File: config.mk
export PLATFORM = sky130hd
export DESIGN_NAME = freq_meter
export DESIGN_NICKNAME = d
export VERILOG_FILES = /design/src/rtl/freq_meter_pkg.sv /design/src/rtl/freq_meter_sync_edge_detect.sv /design/src/rtl/freq_meter.sv
export SDC_FILE = /design/constraint.sdc
export NUM_CORES = 1
export LEC_CHECK = 0
export ABC_AREA = 1
export CAP_MARGIN = 20
export CORE_UTILIZATION = 45
export DETAILED_ROUTE_END_ITERATION = 12
export PLACE_DENSITY_LB_ADDON = 0.1
export SLEW_MARGIN = 20
export SYNTH_ARGS = -nofsm -noshare
export SYNTH_HDL_FRONTEND = slang
export SYNTH_SLANG_ARGS = --single-unit
File: constraint.sdc
create_clock -name clk_in -period 5.9 [get_ports clk_in]
set_clock_uncertainty 0.15 [all_clocks]
set_input_delay 0.59 -clock clk_in [delete_from_list [all_inputs] [get_ports clk_in]]
set_output_delay 0.59 -clock clk_in [all_outputs]
set_load 0.01 [all_outputs]
File: src/rtl/freq_meter_pkg.sv
// rtl/freq_meter_pkg.sv - shared types and constants for the frequency/period meter
package freq_meter_pkg;

  typedef enum logic [1:0] {
    IDLE  = 2'd0,
    ALIGN = 2'd1,
    GATE  = 2'd2
  } state_t;

  localparam int SYNC_STAGES = 2;

endpackage

File: src/rtl/freq_meter_sync_edge_detect.sv
// rtl/freq_meter_sync_edge_detect.sv - two-flop synchronizer plus delay flop, rising-edge pulse
module sync_edge_detect
  import freq_meter_pkg::*;
(
  input  logic clk_in,
  input  logic reset,
  input  logic sig_in,
  output logic rise
);

  // sync_q[0] is s1, sync_q[SYNC_STAGES-1] is s2; s3 holds the previous s2
  logic [SYNC_STAGES-1:0] sync_q;
  logic                   s3;

  always_ff @(posedge clk_in or posedge reset) begin
    if (reset) begin
      sync_q <= '0;
      s3     <= 1'b0;
    end else begin
      sync_q <= {sync_q[SYNC_STAGES-2:0], sig_in};
      s3     <= sync_q[SYNC_STAGES-1];
    end
  end

  assign rise = sync_q[SYNC_STAGES-1] & ~s3;

endmodule

File: src/rtl/freq_meter.sv
// rtl/freq_meter.sv - counts rising edges per gate window and reference cycles between edges
module freq_meter
  import freq_meter_pkg::*;
#(
  parameter int NBITS           = 32,
  parameter int REFERENCE_CLOCK = 50_000_000,
  parameter int GATE_CYCLES     = REFERENCE_CLOCK
) (
  input  logic             clk_in,
  input  logic             reset,
  input  logic             enable,
  input  logic             sig_in,
  output logic [NBITS-1:0] freq_out,
  output logic [NBITS-1:0] period_out,
  output logic             valid,
  output logic             overflow
);

  localparam logic [NBITS-1:0] ALL_ONES  = '1;
  localparam logic [NBITS-1:0] GATE_LAST = NBITS'(GATE_CYCLES - 1);
  localparam logic [NBITS-1:0] ONE       = NBITS'(1);

  logic             rise;
  state_t           state, state_nxt;
  logic [NBITS-1:0] gate_cnt, edge_cnt, per_cnt;
  logic [NBITS-1:0] edge_val;
  logic             edge_sat, per_sat, window_end;

  sync_edge_detect u_sync (
    .clk_in (clk_in),
    .reset  (reset),
    .sig_in (sig_in),
    .rise   (rise)
  );

  always_ff @(posedge clk_in or posedge reset) begin
    if (reset) state <= IDLE;
    else       state <= state_nxt;
  end

  always_comb begin
    state_nxt = state;
    case (state)
      IDLE:    if (enable) state_nxt = ALIGN;
      ALIGN:   if (rise)   state_nxt = GATE;
      GATE:    state_nxt = GATE;
      default: state_nxt = IDLE;
    endcase
    if (!enable) state_nxt = IDLE;
  end

  // a rise in the closing cycle still belongs to the window being reported
  always_comb begin
    edge_sat   = (edge_cnt == ALL_ONES);
    per_sat    = (per_cnt == ALL_ONES);
    edge_val   = (rise && !edge_sat) ? edge_cnt + ONE : edge_cnt;
    window_end = (state == GATE) && enable && (gate_cnt == GATE_LAST);
  end

  always_ff @(posedge clk_in or posedge reset) begin
    if (reset) begin
      gate_cnt   <= '0;
      edge_cnt   <= '0;
      per_cnt    <= '0;
      freq_out   <= '0;
      period_out <= '0;
      valid      <= 1'b0;
      overflow   <= 1'b0;
    end else begin
      valid <= 1'b0;
      if (!enable || state == IDLE) begin
        // partial window is dropped; published results keep their values
        gate_cnt <= '0;
        edge_cnt <= '0;
        per_cnt  <= '0;
        overflow <= 1'b0;
      end else if (state == ALIGN) begin
        gate_cnt <= '0;
        edge_cnt <= '0;
        if (rise) per_cnt <= ONE;
      end else begin
        if (rise) begin
          period_out <= per_cnt;
          per_cnt    <= ONE;
        end else if (!per_sat) begin
          per_cnt <= per_cnt + ONE;
        end

        if (window_end) begin
          freq_out <= edge_val;
          valid    <= 1'b1;
          gate_cnt <= '0;
          edge_cnt <= '0;
        end else begin
          gate_cnt <= gate_cnt + ONE;
          edge_cnt <= edge_val;
        end

        if ((!rise && per_sat) || (rise && edge_sat)) overflow <= 1'b1;
      end
    end
  end

endmodule

Yosys cells after proc, flatten, opt, wreduce, memory -nomap -nowiden:

Index checks and enable logic that the tools add are counted.

* register bits after elaboration: 167
* latch bits: 0
* RAM bits: 0
* bits in read-only memories: 0
* word-level logic and storage cells: 63
* memories: 0

* add/sub/neg operators: 3
* multiply operators: 0
* divide/modulo/power cells: 0
* magnitude comparators: 0
* eq/ne operators: 9
* shift operators: 0
* muxes and demuxes: 21
* bitwise logic cells: 4
* reduce and logical (&&, ||, !) cells: 16

Operators with widths (number)
* $mux W32: 12
* $add A32 B1 Y32 const B: 3
* $eq A32 B32 Y1 const B: 2
* $eq A32 B26 Y1 const B: 1
* $mux W1: 6
* $ne A3 B3 Y1 const B: 2
* $pmux W2 S3: 1
* $reduce_and A3 Y1: 2
* $logic_and A1 B1 Y1: 5
* $mux W2: 2
* $reduce_and A2 Y1: 2
* $logic_not A1 Y1: 3
* $ne A3 B2 Y1 const B: 1
* $not A1 Y1: 3
* $eq A2 B1 Y1 const B: 1
* $eq A2 B2 Y1 const B: 1
* $logic_not A2 Y1: 1
* $logic_or A1 B1 Y1: 2
* $ne A2 B2 Y1 const B: 1
* $reduce_bool A2 Y1: 1
* $and A1 B1 Y1: 1

Depth between registers and ports, before layout:

Gate-level depths: netlist of the first run.

* depth in word-level cells: 8
* depth in mapped cells: 12
* mapped depth without buffers: 12

Modules after synthesis:

From an unflattened synthesis of the first run, not the netlist that was laid out.

* cells, all modules: 1243
* area, all modules: 9076.2 sq um

Modules (own cells, without submodules)
* freq_meter: times used 1, cells an instance 1237, area an instance 8987.4 sq um, sequential area each 4103.9 sq um
* sync_edge_detect: times used 1, cells an instance 6, area an instance 88.8 sq um, sequential area each 75.1 sq um

Worst setup path before layout of the first run:

Ideal clock, no wire load.

* kind: register to register
* from: register state[0]
* to: register freq_out[18]
* data arrival time: 1.629 ns
* setup slack: 4.004 ns
* stages on the path, launching flop included: 10
* clock period less this slack: 1.896 ns
* cells stage by stage: dfrtp_1 > inv_1 > ha_1 > nor3b_1 > nand4_2 > nor3_4 > inv_2 > buf_4 > nand2_1 > nand2_1

* cells in the longest elaborated chain, start to end: 4

Ends and longest elaborated chain
* from (decl): RTL line freq_meter.sv:24 `state_t state, state_nxt;`
* from (signal assigned): RTL line freq_meter.sv:38 `else state <= state_nxt;`
* $eq A2 B2 Y1 or $logic_not A2 Y1 (tied branches): RTL line freq_meter.sv:57, freq_meter.sv:71
* $logic_and A1 B1 Y1 or $logic_or A1 B1 Y1 (tied branches): RTL line freq_meter.sv:57, freq_meter.sv:71
* $logic_and A1 B1 Y1 or $not A1 Y1 (tied branches)
* $reduce_and A3 Y1 (no source line) (*)
* to (signal assigned): RTL line freq_meter.sv:90 `freq_out <= edge_val;`
* to (decl): RTL line freq_meter.sv:13 `output logic [NBITS-1:0] freq_out,`

Every way passes the cells marked *; elsewhere a longest branch is shown, timed or not.
A chain may end at the register's enable or synchronous reset.

Worst setup path after layout of the first run:

* from: register edge_cnt[0]
* to: register edge_cnt[1]

* cells in the longest elaborated chain, start to end: 7

Ends and longest elaborated chain
* from (decl): RTL line freq_meter.sv:25 `logic [NBITS-1:0] gate_cnt, edge_cnt, per_cnt;`
* from (signal assigned): RTL line freq_meter.sv:96 `edge_cnt <= edge_val;`
* parallel branches: the longest is 3 deep, another holds $add A32 B1 Y32
* $mux W32 (*): RTL line freq_meter.sv:56 `edge_val = (rise && !edge_sat) ? edge_cnt + ONE : edge_cnt;`
* $mux W32 (*): RTL line freq_meter.sv:89 `if (window_end) begin`
* $mux W32 (*): RTL line freq_meter.sv:77 `end else if (state == ALIGN) begin`
* $mux W32 (*): RTL line freq_meter.sv:71 `if (!enable || state == IDLE) begin`

Mark *: on every way between the ends.

==> results of run 1 <==
## area by class of cell
cell class	instances	share of cell area
Clock buffer	21	0.0440
Timing Repair Buffer	74	0.0695
Tap cell	265	0.0317
Inverter	118	0.0428
Sequential cell	167	0.399
Clock inverter	9	0.00980
Multi-Input combinational cell	945	0.403
## flip-flops by register name, summed over array words and instances, names as in the netlist
register,cells
edge_cnt,32
freq_out,32
gate_cnt,32
overflow,1
per_cnt,32
period_out,32
state,2
u_sync.s3,1
u_sync.sync_q,2
valid,1
## synthesized netlist by cell type (all sizes together), types with 6 or more instances
| cell type | count |
|---|---|
| xnor2 | 9 |
| nand3 | 106 |
| nand4 | 28 |
| nand3b | 7 |
| clkbuf | 6 |
| buf | 22 |
| dfrtp | 167 |
| nand2 | 457 |
| inv | 118 |
| o21ai | 42 |
| ha | 7 |
| a21oi | 22 |
| nor3 | 18 |
| nor2 | 209 |
| xor2 | 11 |
## through the flow
stage	area (um^2)	util	power, uW	cells
final	10500	0.536	2570	1599
after global routing	10500	0.536	2670	1599
after CTS	10500	0.536	2590	1599
after detailed placement	9910	0.507	1500	1569
after global placement	9910	0.507	1500	1569
after floorplan	8990	-	1420	1258
## cells by family after synthesis
logic type | count (synthesis)
xor+xnor | 20
fa+ha+maj | 7
simple gates | 839
compound gates | 74
buf+inv | 146
flops | 167
mux | 5
## how the worst max path moves through the flow
stage                      to  slack, ns        start
2_1_floorplan     edge_cnt[0]       0.64        reset
5_1_grt          freq_out[16]       2.47  edge_cnt[0]
3_3_place_gp   period_out[18]       2.88       enable
4_1_cts           edge_cnt[1]       2.90  edge_cnt[0]
3_5_place_dp   period_out[18]       2.84       enable
6_report          edge_cnt[1]       2.91  edge_cnt[0]
## where the power goes
part | internal (uW) | leakage (uW) | switching (uW)
clock network | 638 | 0.000271 | 453
registers | 1170 | 0.00232 | 17.5
logic | 67.8 | 0.00215 | 224
## layer usage
layer  wire length, um  vias up  GRT usage
li1                  -     4106          -
met1             10600     3755      0.308
met2             10200      135      0.370
met3               707       33     0.0387
met4               371        0     0.0633
met5                 0        -          0
==> results_dict.tcl, run 1 <==
set metrics [dict create \
    cts.sinks 167 \
    startpoint_type "flip-flop" \
    crit_buf_inv 1 \
    pre_cts_slack_ns 2.84 \
    clk_latency_ns 0.43 \
    initial_core_util 0.461 \
    worst_hold_slack_ns 0.198 \
    grt_usage 0.226 \
    drive_gt1_frac 0.0480 \
    final.setup.worst_slack_ns 2.91 \
    final_nets 1334 \
    core_area_um2 19500 \
    drv_slew 0 \
    min_to "u_sync.sync_q[1]" \
    cts_resized 0 \
    cts_buffers 17 \
    cts.clk_slew.worst_paths_ns 0.06 \
    reg2reg_to "edge_cnt[1]" \
    dp_hpwl_um 15600 \
    cp_top_family "simple AND/OR/NAND/NOR gates" \
    syn_inst 1258 \
    power_per_cell_area_nw_per_um2 245 \
    grt_pass1_wl_um 36400 \
    ctsRootBufferMaster "clkbuf_16" \
    crit_path_max_incr_delay_ns 0.72 \
    ys_ff_latch 167 \
    via_per_inst 5.02 \
    yosys.area_share.simple 0.389 \
    grt_max_degree 103 \
    wirelength_um 21900 \
    fillCellCount 1955 \
    ir_drop_v 0.000177 \
    drt_iter0_markers 470 \
    netlist.area_leader.share 0.465 \
    crit_fanout 33 \
    drc 0 \
    ant_nets 0 \
    synth_enable_flop_cells 0 \
    min_period_ns 2.99 \
    synth.yosys.seq_area_share 0.465 \
    reg2reg_depth 10 \
    ys_async_sr_fraction 1.00 \
    leakage_uw 0.00474 \
    rsz0062_at_grt "no" \
    rows 51 \
    syn_nets 1269 \
    min_from "u_sync.sync_q[0]" \
    synthXorXnorAreaFrac 0.0195 \
    crit_path_cell_trace "ha_1 > inv_1 > nor2_1 > nand2_1 > nor2_1 > nand2_1 > nand2_1 > or2_2 > nand2_1 > nor2_1" \
    dr.pass1.iters 6 \
    cp.required_ns 6.04 \
    synth_top_family_by_area "simple AND/OR/NAND/NOR gates" \
    rr_startpoint "edge_cnt[0]" \
    synth.distinct_cells 35 \
    layout_common_cells "453 x nand2_1, 202 x nor2_1, 167 x dfrtp_1" \
    syn_area_um2 8990 \
    fin_tns_setup_ns 0 \
    place_congestion 0.866 \
    grt_pass1_vias 7374 \
    end_kind "flip-flop" \
    io_buffers 69 \
    crit_type "flip-flop to flip-flop" \
    slowest_stage "nand2_1" \
    wl_per_cell_um 13.7 \
    ctsHtreeMaxLevel 4 \
    die-area_um2 20600 \
    setup_viol 0 \
    hold_depth 0 \
    netlist_top_cells_area "dfrtp_1 46%, nand2_1 19%, nor2_1 8.4%" \
    yosys_warnings 0 \
    fmax_mhz 334 \
    synth_fa_ha_area_frac 0.00974 \
    syn_avg_cell_area_um2 7.15 \
    n_antenna_cell 0 \
    hold_viol 0 \
    worstMarginPinSlew_ns 0.995 \
    slew_headroom 0.334 \
    grt_overflow 0 \
    ios 70 \
    path_common_cell "nand2_1" \
    synth_ff_type "dfrtp_1" \
    post_cts_buffers 0 \
    synth_top_cell_by_area "dfrtp_1" \
    finalCritPeriodShare 0.507 \
    cts_buffer_depth 2 \
    cts_tree "built" \
    synth_compound_area_frac 0.0435 \
    maxCapViolCount 0 \
    status "complete, no violations" \
    r2r_slack_ns 2.91 \
    die_h_um 143 \
    antenna_found_initial 0 \
    die_width_um 143 \
    hp-class "flip-flop to flip-flop" \
    cp_num_cells 10 \
    synthMuxAreaShare 0.00626 \
    final_common_cell "nand2_1" \
    synthToLayoutAreaGrowth_pct 16.4 \
    seq_area_um2 4180 \
    hold_buffers 0 \
    worst_ep_arrival_time_ns 3.13 \
    vias 8029 \
    multi_input_area_um2 4220 \
]
Note: power is estimated with default switching activity, not from simulation.
==> run 2: changes to the inputs <==
Clock period 5.9 ns to 3.05 ns, I/O delays scaled along.
==> run 2 against run 1 <==
Clock-buffer cell count down 3. Combinational power up 110%. Largest power group unchanged. Fmax up 26%. Design area up 1.6%. Clock power up 110%. Final cell count up 0.69%. Setup slack worse by 2.2 ns. Flip-flop and latch count unchanged. Register-to-register slack worse by 2.2 ns. Critical endpoint is now period_out[18]. Wire length up 2.4%. Critical path depth down 2.
==> results_dict.tcl, run 2 (synthesized netlist as in run 1, its figures left out) <==
set metrics [dict create \
    via_per_inst 4.98 \
    antenna_found_initial 0 \
    hp-class "primary input to flip-flop" \
    die_width_um 143 \
    layout_common_cells "453 x nand2_1, 202 x nor2_1, 167 x dfrtp_1" \
    final_nets 1344 \
    n_antenna_cell 0 \
    cts_buffer_depth 2 \
    hold_buffers 0 \
    cts_resized 0 \
    grt_max_degree 45 \
    drv_slew 0 \
    power_per_cell_area_nw_per_um2 484 \
    end_kind "flip-flop" \
    cp.required_ns 3.22 \
    dp_hpwl_um 16100 \
    core_area_um2 19500 \
    grt_overflow 0 \
    ios 70 \
    hold_viol 0 \
    crit_path_cell_trace "inv_1 > ha_1 > inv_1 > nand2_2 > inv_1 > nand2_2 > buf_4 > mux2_2" \
    initial_core_util 0.461 \
    fin_tns_setup_ns 0 \
    clk_latency_ns 0.43 \
    ant_nets 0 \
    ctsHtreeMaxLevel 4 \
    drt_iter0_markers 511 \
    final.setup.worst_slack_ns 0.674 \
    dr.pass1.iters 5 \
    finalCritPeriodShare 0.779 \
    drive_gt1_frac 0.0565 \
    ir_drop_v 0.000395 \
    io_buffers 69 \
    fmax_mhz 421 \
    grt_usage 0.230 \
    setup_viol 0 \
    min_period_ns 2.38 \
    rsz0062_at_grt "no" \
    grt_pass1_wl_um 37000 \
    wl_per_cell_um 13.9 \
    worstMarginPinSlew_ns 0.942 \
    cts.clk_slew.worst_paths_ns 0.07 \
    post_cts_buffers 0 \
    crit_type "flip-flop to flip-flop" \
    synthToLayoutAreaGrowth_pct 18.3 \
    wirelength_um 22400 \
    status "complete, no violations" \
    worst_ep_arrival_time_ns 2.54 \
    ctsRootBufferMaster "clkbuf_16" \
    die_h_um 143 \
    rows 51 \
    path_common_cell "inv_1" \
    startpoint_type "flip-flop" \
    leakage_uw 0.00484 \
    reg2reg_depth 8 \
    cts_buffers 17 \
    cts.sinks 167 \
    place_congestion 0.886 \
    drc 0 \
    final_common_cell "nand2_1" \
    grt_pass1_vias 7455 \
    hold_depth 1 \
    maxCapViolCount 0 \
    crit_fanout 22 \
    die-area_um2 20600 \
    crit_path_max_incr_delay_ns 0.38 \
    cts_tree "built" \
    pre_cts_slack_ns 0.476 \
    power_uw 5150 \
    slew_headroom 0.370 \
    vias 8016 \
    fillCellCount 1952 \
    slowest_stage "dfrtp_1" \
]
==> run 2: worst paths after layout <==
kind / startpoint / endpoint / slack (ns)
hold / removal: sig_in / u_sync.sync_q[0] / 0.17
setup / recovery: state[1] / period_out[18] / 0.67
max in group asynchronous: reset / period_out[15] / 1.76
min in group asynchronous: reset / edge_cnt[1] / 0.22
setup reg to reg: state[1] / period_out[18] / 0.67
hold reg to reg: u_sync.sync_q[0] / u_sync.sync_q[1] / 0.19
==> run 2: area by class of cell <==
| class | count | area (um^2) | share of cell area |
|---|---|---|---|
| multi-input cells | 945 | 4220 | 0.397 |
| well taps | 265 | 332 | 0.0312 |
| clock inverters | 13 | 180 | 0.0169 |
| inverters | 118 | 447 | 0.0420 |
| clock buffers | 18 | 429 | 0.0403 |
| flip-flops and latches | 167 | 4180 | 0.393 |
| repair buffers | 84 | 853 | 0.0802 |
==> run 2: worst max-delay path, delay by kind of cell, from the launching register on <==
kind / cells / cell delay, ns
flip-flops: 1 / 0.38
AND/OR/NAND/NOR: 2 / 0.57
buffers and inverters: 4 / 0.64
multiplexers: 1 / 0.34
adder cells (fa/ha/maj): 1 / 0.17
==> run 2: report_power, final <==
group          switching, uW  internal, uW
registers               31.8          2250
clock network            898          1360
logic                    442           160
==> run 2: through the flow <==
stage | util | hold WS, ns | cell area [um^2] | cells
global route | 0.545 | 0.154 | 10600 | 1610
finish | 0.545 | 0.173 | 10600 | 1610
CTS | 0.545 | 0.160 | 10600 | 1610
detailed placement | 0.514 | 0.186 | 10000 | 1579
global placement | 0.514 | 0.186 | 10000 | 1579
floorplan | - | 0.181 | 9000 | 1258
==> run 2: per-layer routing <==
| layer | routed length, um | global-route usage | vias up |
|---|---|---|---|
| met5 | 0 | 0 | - |
| met4 | 290 | 0.0577 | 0 |
| met3 | 686 | 0.0410 | 19 |
| met2 | 10700 | 0.387 | 135 |
| met1 | 10700 | 0.306 | 3743 |
| li1 | - | - | 4119 |
